<file path="src/rtl/stopwatch_cmd_fsm.sv">
// -----------------------------------------------------------------------------
// stopwatch_cmd_fsm
//
// Stopwatch command state machine. Turns the four debounced button levels into
// registered press events, runs the IDLE/RUN/PAUSE/LOAD control FSM and drives
// the counter/display datapath controls. Holding load in LOAD auto-repeats the
// load strobe for fast value entry.
//
// Handshake / timing: there is no valid/ready handshake on this block. Button
// inputs are levels; a rising level is captured as a one-cycle press event on
// the edge that first samples it high, and the FSM acts on the following edge,
// so outputs move two clocks after the input rise. load_pulse and clear_pulse
// are registered single-cycle strobes and are never high together.
//
// Ports:
//   clk          system clock, all logic on posedge
//   reset        synchronous, active-high reset
//   btn_start    debounced start level, active high
//   btn_stop     debounced stop level, active high
//   btn_load     debounced load level, active high
//   btn_reset    debounced reset_button level, active high
//   run          registered level, high only in RUN
//   load_pulse   registered one-cycle strobe: increment/load preset value
//   clear_pulse  registered one-cycle strobe: clear stopwatch count
//   state        registered state code: IDLE=00, RUN=01, PAUSE=10, LOAD=11
// -----------------------------------------------------------------------------
module stopwatch_cmd_fsm #(
  parameter int LONG_PRESS_CYCLES = 50000000,
  parameter int REPEAT_CYCLES     = 10000000,
  parameter int CNT_W             = 26
) (
  input  logic       clk,
  input  logic       reset,
  input  logic       btn_start,
  input  logic       btn_stop,
  input  logic       btn_load,
  input  logic       btn_reset,
  output logic       run,
  output logic       load_pulse,
  output logic       clear_pulse,
  output logic [1:0] state
);

  localparam logic [1:0] ST_IDLE  = 2'b00;
  localparam logic [1:0] ST_RUN   = 2'b01;
  localparam logic [1:0] ST_PAUSE = 2'b10;
  localparam logic [1:0] ST_LOAD  = 2'b11;

  localparam logic [CNT_W-1:0] HOLD_LAST = CNT_W'(LONG_PRESS_CYCLES - 1);
  localparam logic [CNT_W-1:0] HOLD_PRE  = CNT_W'(LONG_PRESS_CYCLES - 2);
  localparam logic [CNT_W-1:0] REP_LAST  = CNT_W'(REPEAT_CYCLES - 1);

  // Edge detection
  logic prev_start, prev_stop, prev_load, prev_reset;
  logic press_start_q, press_stop_q, press_load_q, press_reset_q;

  // Long-press / auto-repeat counters
  logic [CNT_W-1:0] hold_cnt, hold_next;
  logic [CNT_W-1:0] rep_cnt, rep_next;

  logic [1:0] next_state;
  logic       load_next;
  logic       clear_next;
  logic       acted;

  // Press arbitration and state transitions. Priority reset > stop > start >
  // load; only the winner is considered, and a winner that the current state
  // ignores produces no action at all (the losers are simply dropped).
  always_comb begin
    next_state = state;
    load_next  = 1'b0;
    clear_next = 1'b0;
    acted      = 1'b0;
    if (press_reset_q) begin
      next_state = ST_IDLE;
      clear_next = 1'b1;
      acted      = 1'b1;
    end else if (press_stop_q) begin
      if (state == ST_RUN || state == ST_LOAD) begin
        next_state = ST_PAUSE;
        acted      = 1'b1;
      end
    end else if (press_start_q) begin
      if (state != ST_RUN) begin
        next_state = ST_RUN;
        acted      = 1'b1;
      end
    end else if (press_load_q) begin
      if (state != ST_RUN) begin
        next_state = ST_LOAD;
        load_next  = 1'b1;
        acted      = 1'b1;
      end
    end

    // Hold/repeat counters. Any acting press restarts them from 0, so the
    // edge that enters (or re-enters) LOAD is hold count 0. Releasing
    // btn_load clears them on the very next edge with no trailing strobe.
    hold_next = '0;
    rep_next  = '0;
    if (!acted && state == ST_LOAD && btn_load) begin
      if (hold_cnt == HOLD_LAST) begin
        hold_next = hold_cnt;
        if (rep_cnt == REP_LAST) begin
          rep_next  = '0;
          load_next = 1'b1;
        end else begin
          rep_next = rep_cnt + CNT_W'(1);
        end
      end else begin
        hold_next = hold_cnt + CNT_W'(1);
        // Reaching the long-press threshold fires the first repeat strobe;
        // the repeat counter starts from 0 on this same edge.
        if (hold_cnt == HOLD_PRE) begin
          load_next = 1'b1;
        end
      end
    end
  end

  always_ff @(posedge clk) begin
    if (reset) begin
      // Levels start "high" so a button held through reset is not a press.
      prev_start    <= 1'b1;
      prev_stop     <= 1'b1;
      prev_load     <= 1'b1;
      prev_reset    <= 1'b1;
      press_start_q <= 1'b0;
      press_stop_q  <= 1'b0;
      press_load_q  <= 1'b0;
      press_reset_q <= 1'b0;
      state         <= ST_IDLE;
      run           <= 1'b0;
      load_pulse    <= 1'b0;
      clear_pulse   <= 1'b0;
      hold_cnt      <= '0;
      rep_cnt       <= '0;
    end else begin
      prev_start    <= btn_start;
      prev_stop     <= btn_stop;
      prev_load     <= btn_load;
      prev_reset    <= btn_reset;
      press_start_q <= btn_start & ~prev_start;
      press_stop_q  <= btn_stop  & ~prev_stop;
      press_load_q  <= btn_load  & ~prev_load;
      press_reset_q <= btn_reset & ~prev_reset;
      state         <= next_state;
      run           <= (next_state == ST_RUN);
      load_pulse    <= load_next;
      clear_pulse   <= clear_next;
      hold_cnt      <= hold_next;
      rep_cnt       <= rep_next;
    end
  end

endmodule

</file>
<file path="config.mk">
export PLATFORM = sky130hd
export DESIGN_NAME = stopwatch_cmd_fsm
export DESIGN_NICKNAME = d
export VERILOG_FILES = /design/src/rtl/stopwatch_cmd_fsm.sv
export SDC_FILE = /design/constraint.sdc
export NUM_CORES = 1
export LEC_CHECK = 0
export CORE_UTILIZATION = 32
export DETAILED_ROUTE_END_ITERATION = 16
export PLACE_DENSITY = 0.54
export SYNTH_ARGS = -nofsm -noshare
export SYNTH_HDL_FRONTEND = slang
export SYNTH_SLANG_ARGS = --single-unit
export TNS_END_PERCENT = 5
</file>
<file path="constraint.sdc">
create_clock -name clk -period 2.3 [get_ports clk]
set_input_delay 0.69 -clock clk [delete_from_list [all_inputs] [get_ports clk]]
set_output_delay 0.69 -clock clk [all_outputs]
set_load 0.1 [all_outputs]
</file>
==> results.sh <==
export IMPL_status="finished, final reports clean"
export IMPL_timing_critical_path_mode_cell="nand4_1"
export IMPL_drt_antenna_violating_nets=0
export IMPL_ff_latch_area_um2=1300
export IMPL_place_detailed_hpwl_mm=3.87
export IMPL_clock_sinks=65
export IMPL_row_count=34
export IMPL_total_area_of_multi_input_combinational_cells_um2=1550
export IMPL_numPlacedInstances=442
export IMPL_placer_congestion=0.759
export IMPL_number_of_library_cell_types_mapped_by_synthesis=41
export IMPL_ctsResizeCount=0
export IMPL_antenna_found_initial=0
export IMPL_cts_root_buf="clkbuf_8"
export IMPL_critical_path_cell_chain="ha_1 -> nand4_1 -> nor2_2 -> nand4_1 -> o211ai_4 -> nor2_1"
export IMPL_route_detailed_vias_per_inst=4.88
export IMPL_grt_pass1_wl_mm=9.97
export IMPL_diode_insertion_count_for_antenna_repair=0
export IMPL_die_height_um=97.7
export IMPL_critical_path_depth=6
export IMPL_yosys_area_share_simple_pct=33.4
export IMPL_syn_avg_cell_area_um2=9.01
export IMPL_synth_mux_area_share_pct=0
export IMPL_die_area_um2=9540
export IMPL_cpLargestDelayFamily="compound AO/OA/AOI/OAI gates"
export IMPL_critPathRequiredTime_ns=2.50
export IMPL_synth_top_area_share_pct=44.4
export IMPL_final_layout_size_suffix_gt1_share_pct=13.1
export IMPL_fin_area_um2=3400
export IMPL_power_total_mw=2.37
export IMPL_initial_utilization_pct=33.3
export IMPL_max_vdd_ir_drop_uv=334
export IMPL_ys_seq_elements=65
export IMPL_cpMaxStageDelayCell="o211ai_4"
export IMPL_fin_setup_tns_ns=0
export IMPL_drtPass1Iterations=5
export IMPL_critPathMaxStageDelay_ns=0.66
export IMPL_post_route_min_period_ns=1.99
export IMPL_grt_overflow=0
export IMPL_maximum_number_of_pins_on_one_net_before_global_route_repair=27
export IMPL_ioPinCount=11
export IMPL_clock_latency_ns=0.34
export IMPL_end_of_flow_core_utilization_pct=38.6
export IMPL_cts_htree_levels=3
export IMPL_synth_fa_ha_area_share_pct=1.28
export IMPL_drv_cap=0
export IMPL_coreArea_um2=8810
export IMPL_post_synth_main_area_contributors="dfxtp_1, xor2_1, nor2_1, xnor2_1, nand4_1"
export IMPL_dpl_instance_area_um2=3160
export IMPL_worst_slew_pin_slew_ns=0.739
export IMPL_area_growth_synth_to_finish_pct=16.1
export IMPL_die_w_um=97.7
export IMPL_cp_buffers_inverters=0
export IMPL_final_critical_path_share_of_the_clock_period_pct=86.4
export IMPL_cts_buffer_depth=2
export IMPL_final_max_slew_viol_count=0
export IMPL_post_route_worst_setup_slack_ns=0.313
export IMPL_cts_clock_pin_slew_for_the_worst_setup_and_hold_paths_ns=0.07
export IMPL_criticalPathCategory="reg -> reg"
export IMPL_cts_hold_buffers_added=0
export IMPL_syn_cell_area_um2=2930
export IMPL_synth_nets=334
export IMPL_fmax_mhz=503
export IMPL_yosysWarningCount=0
export IMPL_hold_depth=1
export IMPL_cp_max_fo=26
export IMPL_grt_setup_unrepaired="false"
export IMPL_grt_pass1_vias=2181
export IMPL_first_iter_violations=60
export IMPL_data_arrival_time_of_the_critical_path_ns=2.19
export IMPL_worst_r2r_cell_count=6
export IMPL_worst_setup_path_start_kind="flop"
export IMPL_number_of_standard_cells_in_the_final_layout_excluding_fillers=458
export IMPL_synth_xor_area_share_pct=14.4
export IMPL_yosysTopAreaCell="dfxtp_1"
export IMPL_worstHoldPathType="reg -> reg"
export IMPL_p_leak_nw=1.10
export IMPL_detail_route_drc_violations=0
export IMPL_slew_headroom_pct=50.5
export IMPL_cts_buffers=9
export IMPL_report_final_setup_viol=0
export IMPL_synth_compound_area_share_pct=3.97
export IMPL_dp_worst_setup_slack_ns=0.000602
export IMPL_num_vias=2233
export IMPL_global_route_usage_total_pct=13.1
export IMPL_postCtsSetupRepairBufs=0
export IMPL_route_final_wire_length_mm=5.60
export IMPL_final_fill_count=915
export IMPL_dominant_combinational_cell_family_by_area_after_synthesis="simple AND/OR/NAND/NOR gates"
export IMPL_ys_seq_area_share_pct=44.4
export IMPL_power_per_cell_area_nw_per_um2=698
export IMPL_cts_tree="yes"
export IMPL_report_final_hold_viol_count=0
export IMPL_final_nets=354
export IMPL_fin_worst_hold_slack_ns=0.390
export IMPL_numPortBuffers=10
export IMPL_syn_inst=325
export IMPL_end_kind="flop"
export IMPL_final_setup_skew_ns=0.00888
export IMPL_avgRoutedWirePerCell_um=12.2
==> per-layer routing <==
metal | GRT usage (%) | routed length [µm] | vias to the layer above
met5 | 0 | 0 | -
met4 | 3.85 | 62 | 0
met3 | 4.75 | 159 | 6
met2 | 20.6 | 2500 | 19
met1 | 16.6 | 2880 | 1044
li1 | - | - | 1164
==> synth_stat cells (all sizes together) <==
cell type	n
dfxtp	65
nor2	61
xor2	26
nand4	22
xnor2	22
nand3	20
nand2	16
and3	11
nor3	10
and4	9
or2	7
and2	6
nor3b	6
a21oi	5
buf	5
inv	5
clkbuf	4
nor4	4
a211oi	3
ha	3
nor2b	3
o21ai	2
a31oi	1
and4bb	1
nand2b	1
nand4b	1
nor4b	1
o211ai	1
o21bai	1
o31a	1
o32a	1
or3b	1
==> cells by family (layout without fill, tap and decap cells) <==
family | count (synthesis) | after routing
adder cells (fa/ha/maj) | 3 | 3
XOR/XNOR | 48 | 48
buffers and inverters | 14 | 39
AO/OA/AOI/OAI | 15 | 15
AND/OR/NAND/NOR | 180 | 180
flip-flops | 65 | 65
==> power breakdown <==
part | switching, mW | internal (mW) | leakage [nW] | total, mW
Sequential | 0.00529 | 1.13 | 0.525 | 1.14
Clock | 0.432 | 0.748 | 0.120 | 1.18
Combinational | 0.0341 | 0.0204 | 0.459 | 0.0545
Total | 0.471 | 1.90 | 1.10 | 2.37
==> worst paths after layout <==
path / start / end / slack (ns)
max reg2reg: rep_cnt[0] / rep_cnt[24] / 0.31
max: rep_cnt[0] / rep_cnt[24] / 0.31
min reg2reg: prev_load / press_load_q / 0.39
min: prev_load / press_load_q / 0.39
==> placed cells by master, fill, tap and decap left out, drive strengths merged, types with 2 or more instances in the layout <==
master,synthesis,layout
dfxtp,65,65
nor2,61,61
xor2,26,26
nand4,22,22
xnor2,22,22
nand3,20,20
nand2,16,16
buf,5,13
and3,11,11
clkbuf,4,11
nor3,10,10
and4,9,9
or2,7,7
nor3b,6,6
and2,6,6
inv,5,5
a21oi,5,5
clkdlybuf4s50,0,5
nor4,4,4
nor2b,3,3
ha,3,3
bufinv,0,3
a211oi,3,3
o21ai,2,2
==> state kept, by name (all words and copies together) (netlist names) <==
register,cells
hold_cnt,26
rep_cnt,26
state,2
clear_pulse,1
load_pulse,1
press_load_q,1
press_reset_q,1
press_start_q,1
press_stop_q,1
prev_load,1
prev_reset,1
prev_start,1
prev_stop,1
run,1
==> area by class of cell <==
| class | count | area share (%) |
|---|---|---|
| clock inverter | 5 | 3.02 |
| multi-input combinational | 246 | 45.7 |
| clock buffer | 11 | 4.16 |
| sequential | 65 | 38.3 |
| timing repair buffer | 18 | 4.34 |
| inverter | 5 | 0.552 |
| tap | 108 | 3.97 |
No activity file was read; power rests on OpenSTA's default activity.
